`src/rtl/dfr_pkg.sv`:
```
// dfr_pkg: shared types and constants for the DFR phase sequencer.
//   PHASE_*      : encoding of the phase output bus
//   phase_t      : phase enum built on PHASE_*
//   seq_state_t  : sequencer FSM state encoding
//   state_phase(): maps an FSM state to the phase it presents downstream
package dfr_pkg;

    localparam logic [1:0] PHASE_IDLE  = 2'd0;
    localparam logic [1:0] PHASE_INIT  = 2'd1;
    localparam logic [1:0] PHASE_TRAIN = 2'd2;
    localparam logic [1:0] PHASE_TEST  = 2'd3;

    typedef enum logic [1:0] {
        PH_IDLE  = PHASE_IDLE,
        PH_INIT  = PHASE_INIT,
        PH_TRAIN = PHASE_TRAIN,
        PH_TEST  = PHASE_TEST
    } phase_t;

    typedef enum logic [2:0] {
        ST_IDLE  = 3'd0,
        ST_ARM   = 3'd1,
        ST_INIT  = 3'd2,
        ST_TRAIN = 3'd3,
        ST_TEST  = 3'd4,
        ST_DONE  = 3'd5
    } seq_state_t;

    function automatic phase_t state_phase(input seq_state_t s);
        phase_t p;
        case (s)
            ST_INIT:  p = PH_INIT;
            ST_TRAIN: p = PH_TRAIN;
            ST_TEST:  p = PH_TEST;
            default:  p = PH_IDLE;
        endcase
        return p;
    endfunction

endpackage

```
`src/rtl/dfr_step_counter.sv`:
```
// dfr_step_counter: step-within-sample, sample index and phase step count
// for the phase currently being sequenced. Limits are driven by the owner
// and may change whenever clear is asserted.
// Ports:
//   clk, rst          : clock, synchronous active-high reset
//   clear             : zero all counters (wins over advance)
//   advance           : one step consumed
//   spp               : steps per sample (0 behaves as 1)
//   num_samples       : sample-index wrap (0 behaves as 1)
//   num_steps         : total steps in the phase (nonzero while in use)
//   step_idx          : step within the current sample
//   sample_idx        : current sample, truncated to SAMPLE_IDX_W
//   last_step         : the step being presented is the last of the phase
module dfr_step_counter #(
    parameter int CNT_W        = 32,
    parameter int SAMPLE_IDX_W = 16
) (
    input  logic                    clk,
    input  logic                    rst,
    input  logic                    clear,
    input  logic                    advance,
    input  logic [CNT_W-1:0]        spp,
    input  logic [CNT_W-1:0]        num_samples,
    input  logic [CNT_W-1:0]        num_steps,
    output logic [CNT_W-1:0]        step_idx,
    output logic [SAMPLE_IDX_W-1:0] sample_idx,
    output logic                    last_step
);

    localparam logic [CNT_W-1:0] ONE = {{(CNT_W-1){1'b0}}, 1'b1};

    logic [CNT_W-1:0] step_q,   step_d;
    logic [CNT_W-1:0] sample_q, sample_d;
    logic [CNT_W-1:0] taken_q,  taken_d;
    logic [CNT_W-1:0] spp_eff;
    logic [CNT_W-1:0] samples_eff;

    assign spp_eff     = (spp == '0) ? ONE : spp;
    assign samples_eff = (num_samples == '0) ? ONE : num_samples;

    always_comb begin
        step_d   = step_q;
        sample_d = sample_q;
        taken_d  = taken_q;
        if (clear) begin
            step_d   = '0;
            sample_d = '0;
            taken_d  = '0;
        end else if (advance) begin
            taken_d = taken_q + ONE;
            if (step_q == spp_eff - ONE) begin
                step_d   = '0;
                // Wrap compare uses the full-width counter, not the truncated output.
                sample_d = (sample_q == samples_eff - ONE) ? '0 : sample_q + ONE;
            end else begin
                step_d = step_q + ONE;
            end
        end
    end

    always_ff @(posedge clk) begin
        if (rst) begin
            step_q   <= '0;
            sample_q <= '0;
            taken_q  <= '0;
        end else begin
            step_q   <= step_d;
            sample_q <= sample_d;
            taken_q  <= taken_d;
        end
    end

    assign step_idx   = step_q;
    assign sample_idx = sample_q[SAMPLE_IDX_W-1:0];
    assign last_step  = (taken_q == num_steps - ONE);

endmodule

```
`src/rtl/dfr_phase_sequencer.sv`:
```
// dfr_phase_sequencer: runs one DFR sequence INIT -> TRAIN -> TEST, issuing
// one valid/ready step per reservoir update, with busy/done status for the
// configuration block.
// Ports:
//   clk, rst                : clock, synchronous active-high reset
//   start                   : one-cycle start pulse, ignored while busy
//   num_{init,train,test}_samples / _steps : per-phase run lengths
//   num_steps_per_sample    : steps before sample_idx advances
//   step_ready / step_valid : step handshake
//   phase, sample_idx, step_idx, first_step : step descriptor
//   busy, done              : run status, done is a one-cycle pulse
//   stall_cycles            : only with DFR_SEQ_STALL_CNT_EN defined; counts
//                             busy cycles where a step waited on step_ready
//
// state    | meaning
// ---------+------------------------------------------------------------
// ST_IDLE  | waiting for start; shadow registers load on start
// ST_ARM   | busy; picks the first phase with a nonzero step count
// ST_INIT  | presenting reservoir warm-up steps
// ST_TRAIN | presenting training steps
// ST_TEST  | presenting test steps
// ST_DONE  | one cycle, done=1 busy=1, then back to idle
module dfr_phase_sequencer
    import dfr_pkg::*;
#(
    parameter int CNT_W        = 32,
    parameter int SAMPLE_IDX_W = 16
) (
    input  logic                    clk,
    input  logic                    rst,
    input  logic                    start,
    input  logic [CNT_W-1:0]        num_init_samples,
    input  logic [CNT_W-1:0]        num_init_steps,
    input  logic [CNT_W-1:0]        num_train_samples,
    input  logic [CNT_W-1:0]        num_train_steps,
    input  logic [CNT_W-1:0]        num_test_samples,
    input  logic [CNT_W-1:0]        num_test_steps,
    input  logic [CNT_W-1:0]        num_steps_per_sample,
    input  logic                    step_ready,
    output logic                    step_valid,
    output logic [1:0]              phase,
    output logic [SAMPLE_IDX_W-1:0] sample_idx,
    output logic [CNT_W-1:0]        step_idx,
    output logic                    first_step,
    output logic                    busy,
`ifdef DFR_SEQ_STALL_CNT_EN
    output logic [CNT_W-1:0]        stall_cycles,
`endif
    output logic                    done
);

    seq_state_t state_q, state_d;

    logic [CNT_W-1:0] init_samples_q,  init_samples_d;
    logic [CNT_W-1:0] init_steps_q,    init_steps_d;
    logic [CNT_W-1:0] train_samples_q, train_samples_d;
    logic [CNT_W-1:0] train_steps_q,   train_steps_d;
    logic [CNT_W-1:0] test_samples_q,  test_samples_d;
    logic [CNT_W-1:0] test_steps_q,    test_steps_d;
    logic [CNT_W-1:0] spp_q,           spp_d;

    logic   busy_q, busy_d;
    logic   done_q, done_d;
    logic   valid_q, valid_d;
    phase_t phase_q, phase_d;

    logic             accept_start;
    logic             cnt_clear;
    logic             cnt_advance;
    logic             cnt_last;
    logic [CNT_W-1:0] lim_samples;
    logic [CNT_W-1:0] lim_steps;
    seq_state_t       after_init;
    seq_state_t       after_train;
    seq_state_t       first_phase;

    assign accept_start = (state_q == ST_IDLE) && start;

    // Shadow copies of the run lengths, frozen for the whole run.
    always_comb begin
        init_samples_d  = init_samples_q;
        init_steps_d    = init_steps_q;
        train_samples_d = train_samples_q;
        train_steps_d   = train_steps_q;
        test_samples_d  = test_samples_q;
        test_steps_d    = test_steps_q;
        spp_d           = spp_q;
        if (accept_start) begin
            init_samples_d  = num_init_samples;
            init_steps_d    = num_init_steps;
            train_samples_d = num_train_samples;
            train_steps_d   = num_train_steps;
            test_samples_d  = num_test_samples;
            test_steps_d    = num_test_steps;
            spp_d           = num_steps_per_sample;
        end
    end

    // Phase skipping: phases with zero steps are never entered.
    always_comb begin
        after_train = (test_steps_q != '0) ? ST_TEST : ST_DONE;
        after_init  = (train_steps_q != '0) ? ST_TRAIN : after_train;
        first_phase = (init_steps_q != '0) ? ST_INIT : after_init;
    end

    always_comb begin
        lim_samples = '0;
        lim_steps   = '0;
        case (state_q)
            ST_INIT: begin
                lim_samples = init_samples_q;
                lim_steps   = init_steps_q;
            end
            ST_TRAIN: begin
                lim_samples = train_samples_q;
                lim_steps   = train_steps_q;
            end
            ST_TEST: begin
                lim_samples = test_samples_q;
                lim_steps   = test_steps_q;
            end
            default: ;
        endcase
    end

    always_comb begin
        state_d     = state_q;
        cnt_clear   = 1'b0;
        cnt_advance = 1'b0;
        case (state_q)
            ST_IDLE: begin
                cnt_clear = 1'b1;
                if (start) state_d = ST_ARM;
            end
            ST_ARM: begin
                cnt_clear = 1'b1;
                state_d   = first_phase;
            end
            ST_INIT, ST_TRAIN, ST_TEST: begin
                cnt_advance = step_ready;
                if (step_ready && cnt_last) begin
                    cnt_clear = 1'b1;
                    case (state_q)
                        ST_INIT:  state_d = after_init;
                        ST_TRAIN: state_d = after_train;
                        default:  state_d = ST_DONE;
                    endcase
                end
            end
            ST_DONE: begin
                cnt_clear = 1'b1;
                state_d   = ST_IDLE;
            end
            default: begin
                cnt_clear = 1'b1;
                state_d   = ST_IDLE;
            end
        endcase
    end

    // Outputs are registered from the next state so they change only on edges.
    always_comb begin
        busy_d  = (state_d != ST_IDLE);
        done_d  = (state_d == ST_DONE);
        phase_d = state_phase(state_d);
        valid_d = (phase_d != PH_IDLE);
    end

    always_ff @(posedge clk) begin
        if (rst) begin
            state_q         <= ST_IDLE;
            init_samples_q  <= '0;
            init_steps_q    <= '0;
            train_samples_q <= '0;
            train_steps_q   <= '0;
            test_samples_q  <= '0;
            test_steps_q    <= '0;
            spp_q           <= '0;
            busy_q          <= 1'b0;
            done_q          <= 1'b0;
            valid_q         <= 1'b0;
            phase_q         <= PH_IDLE;
        end else begin
            state_q         <= state_d;
            init_samples_q  <= init_samples_d;
            init_steps_q    <= init_steps_d;
            train_samples_q <= train_samples_d;
            train_steps_q   <= train_steps_d;
            test_samples_q  <= test_samples_d;
            test_steps_q    <= test_steps_d;
            spp_q           <= spp_d;
            busy_q          <= busy_d;
            done_q          <= done_d;
            valid_q         <= valid_d;
            phase_q         <= phase_d;
        end
    end

    dfr_step_counter #(
        .CNT_W        (CNT_W),
        .SAMPLE_IDX_W (SAMPLE_IDX_W)
    ) u_step_counter (
        .clk         (clk),
        .rst         (rst),
        .clear       (cnt_clear),
        .advance     (cnt_advance),
        .spp         (spp_q),
        .num_samples (lim_samples),
        .num_steps   (lim_steps),
        .step_idx    (step_idx),
        .sample_idx  (sample_idx),
        .last_step   (cnt_last)
    );

`ifdef DFR_SEQ_STALL_CNT_EN
    logic [CNT_W-1:0] stall_q, stall_d;

    always_comb begin
        stall_d = stall_q;
        if (accept_start) begin
            stall_d = '0;
        end else if (busy_q && valid_q && !step_ready && (stall_q != '1)) begin
            stall_d = stall_q + {{(CNT_W-1){1'b0}}, 1'b1};
        end
    end

    always_ff @(posedge clk) begin
        if (rst) stall_q <= '0;
        else     stall_q <= stall_d;
    end

    assign stall_cycles = stall_q;
`endif

    assign step_valid = valid_q;
    assign phase      = phase_q;
    assign busy       = busy_q;
    assign done       = done_q;
    assign first_step = valid_q && (step_idx == '0);

endmodule

```
`config.mk`:
```
export PLATFORM = sky130hd
export DESIGN_NAME = dfr_phase_sequencer
export DESIGN_NICKNAME = d
export VERILOG_FILES = /design/src/rtl/dfr_pkg.sv /design/src/rtl/dfr_step_counter.sv /design/src/rtl/dfr_phase_sequencer.sv
export SDC_FILE = /design/constraint.sdc
export NUM_CORES = 1
export LEC_CHECK = 0
export ABC_CLOCK_PERIOD_IN_PS = 8200
export CORE_UTILIZATION = 54
export DETAILED_ROUTE_END_ITERATION = 10
export PLACE_DENSITY = 0.92
export SLEW_MARGIN = 20
export SYNTH_ARGS = -nofsm -noshare
export SYNTH_HDL_FRONTEND = slang
export SYNTH_HIERARCHICAL = 1
export SYNTH_SLANG_ARGS = --single-unit
```
`constraint.sdc`:
```
create_clock -name clk -period 8.2 [get_ports clk]
set_input_delay 1.64 -clock clk [delete_from_list [all_inputs] [get_ports clk]]
set_output_delay 1.64 -clock clk [all_outputs]
set_load 0.02 [all_outputs]
```
==> impl_metrics.tcl <==
set metrics [dict create \
    worst_ep_required_time_ps 8550 \
    synth_top_family_by_area "simple AND/OR/NAND/NOR gates" \
    grt_pass1_vias 16684 \
    yosysSeqAreaShare_pct 37.1 \
    clk_pin_slew_ps 60 \
    synth.distinct_cells 87 \
    p_int_uw 2990 \
    r2r_end "u_step_counter/sample_q[1]" \
    nets 2739 \
    fmax_ghz 0.140 \
    crit_fanout 33 \
    diodes 0 \
    clock-sinks 328 \
    area_delta_synth_final_pct 21.8 \
    arrival_ps 7470 \
    reg2reg_depth 18 \
    synth-main-ff-cell "dfxtp_1" \
    cp-end-kind "register" \
    antenna_found_initial 0 \
    cts_resized 0 \
    worstReg2RegStart "state_q[0]" \
    vias_per_cell 6.06 \
    synth-compound-area-share_pct 15.8 \
    core_mm2 0.0319 \
    finalClockSkew_ps 23.8 \
    htreeDepth 2 \
    finalHoldViolations 0 \
    gp_congestion 0.965 \
    final_cells 2965 \
    rows 65 \
    p_sw_share_pct 29.2 \
    dp_hpwl_um 41000 \
    routed_wl_um 56100 \
    clockBufferDepth 3 \
    combPwrFrac_pct 19.9 \
    netlist_area_mm2 0.0177 \
    fp.dieW_um 183 \
    worst_pin_slew_ps 1070 \
    vias 17972 \
    cts_tree "yes" \
    clk_latency_ps 530 \
    finalMaxSlewViolations 0 \
    drv_cap 0 \
    drive_gt1_share_pct 4.62 \
    synthesis.instances 2329 \
    slew_headroom_pct 29.0 \
    fp.dieH_um 183 \
    port_buffers 281 \
    track_usage_pct 32.5 \
    drc 0 \
    startpoint "state_q[0]" \
    grt_overflow 0 \
    synth_commonest_cells "nand2_1, dfxtp_1, a21oi_1" \
    fin_crit_sh_pct 86.9 \
    start_util_pct 55.5 \
    synthMuxAreaShare_pct 4.13 \
    die-area_mm2 0.0335 \
    ant_nets 0 \
    setup_viol 0 \
    power_frac_seq_pct 41.7 \
    grt_max_degree 111 \
    hold_path_class "reg -> reg" \
    critPathKind "reg -> reg" \
    outcome "completed" \
    drt_iter0_markers 1822 \
    crit_end "u_step_counter/sample_q[1]" \
    yosysWarnings 6 \
    synth_adder_area_share_pct 0.424 \
    wl_per_cell_um 18.9 \
    dp_cells 2903 \
    cts_made_buffers 35 \
    startpoint_type "register" \
    avgSynthCellArea_um2 7.60 \
    yosys-top-cells-area "dfxtp_1, nand2_1, a21oi_1" \
    ir_worst_vdd_mv 0.129 \
    clkPwrFrac_pct 38.3 \
    synth_top_area_share_pct 37.1 \
    yosysMostFrequentCell "nand2_1" \
    rsz0062_at_grt "false" \
    grt_pass1_wl_um 87200 \
    ys_ff_latch 328 \
    hold_path_depth 2 \
    synthSimpleGateAreaFrac_pct 28.7 \
    fin_total_pwr_uw 4230 \
    synth_xor_area_share_pct 8.81 \
    async_flop_share_pct 0 \
    p_per_area_mw_per_mm2 196 \
    first_pass_iters 6 \
    synth_nets 2563 \
    leakage_uw 0.00755 \
    p_sw_uw 1230 \
    io_pins 282 \
    ctsHoldBuffers 0 \
    post_cts_buffers 0 \
    yosysTopAreaCell "dfxtp_1" \
    cts-root-buf "clkbuf_16" \
    fin_setup_tns_ps 0 \
    r2r_slack_ps 1070 \
    synth_edf_count 0 \
    finalCriticalPeriod_ps 7130 \
]
## layer usage
| metal | routed length (µm) | share of wire, % | global-route usage (%) |
|---|---|---|---|
| met4 | 1810 | 3.2 | 11.8 |
| met5 | 0 | 0 | 0 |
| met2 | 25400 | 45 | 51.8 |
| met3 | 5210 | 9.3 | 5.18 |
| met1 | 23700 | 42 | 44.5 |
## state kept, by name (all words and copies together) (netlist names)
signal                   flops
busy                         1
done                         1
init_samples_q              32
init_steps_q                32
phase                        2
spp_q                       32
state_q                      3
step_valid                   1
test_samples_q              32
test_steps_q                32
train_samples_q             32
train_steps_q               32
u_step_counter/sample_q     32
u_step_counter/step_idx     32
u_step_counter/taken_q      32
## power by group through the flow
stage	clock network [µW]	registers [µW]	logic, µW
floorplan	0	1760	574
global placement	0	1790	805
detailed placement	0	1790	817
CTS	1630	1760	826
global route	1700	1770	916
finish	1620	1760	843
## worst min path at each step
stage / startpoint / endpoint / slack (ps)
5_1_grt: test_samples_q[0] / test_samples_q[0] / 470
3_3_place_gp: test_samples_q[10] / test_samples_q[10] / 440
3_5_place_dp: init_samples_q[31] / init_samples_q[31] / 450
6_report: test_samples_q[4] / test_samples_q[4] / 460
2_1_floorplan: spp_q[12] / spp_q[12] / 440
4_1_cts: init_samples_q[31] / init_samples_q[31] / 460
## layout make-up
type,instances,area (µm²)
inverters,36,135
well taps,435,544
fillers,2559,10300
multi-input cells,1813,10300
flip-flops and latches,328,6570
repair buffers,291,2890
clock inverters,14,164
clock buffers,48,1000
## cell usage in the layout, fill, tap and decap left out, drive strengths merged, types with 9 or more instances in the layout
master	netlist	final
xnor2	92	92
nand2b	9	9
a21oi	280	280
xor2	86	86
clkdlybuf4s50	0	280
dfxtp	328	328
o31ai	37	37
nor4	66	66
clkbuf	97	48
mux2i	73	73
nor2	120	120
inv	36	40
nand2	590	590
nand3	49	49
and3	28	28
or3	29	29
nor3	50	50
buf	52	11
a211oi	11	11
a31oi	11	11
or4	41	41
o21ai	98	98
nand4	40	40
o211ai	9	9
## through the flow
stage	area, µm²	hold WS, ps	util [%]	setup slack, ps
floorplan	17700	435	-	3080
global placement	20400	442	64.0	1660
detailed placement	20400	448	64.0	1290
CTS	21600	456	67.6	1240
global route	21600	475	67.7	395
finish	21600	457	67.7	1070
## worst max-delay path, stage by stage, from the launching register on
cell	delay (ps)
dfxtp_4	700
nor2_1	130
and2_2	450
buf_4	350
nand2_1	110
o21ai_0	160
nor3_1	710
nand4_1	610
nor4_1	930
nand2_1	200
nor4_1	290
xnor2_1	160
nand4_1	120
nor4_1	440
nand2_1	250
nand2_1	170
nor2_1	120
nand2_1	800
o22ai_1	220
## cell families after synthesis
family / Yosys count
buf+inv: 188
simple gates: 1068
fa+ha+maj: 6
flops: 328
mux: 73
compound gates: 488
xor+xnor: 178
Note: power is estimated with default switching activity, not from simulation.
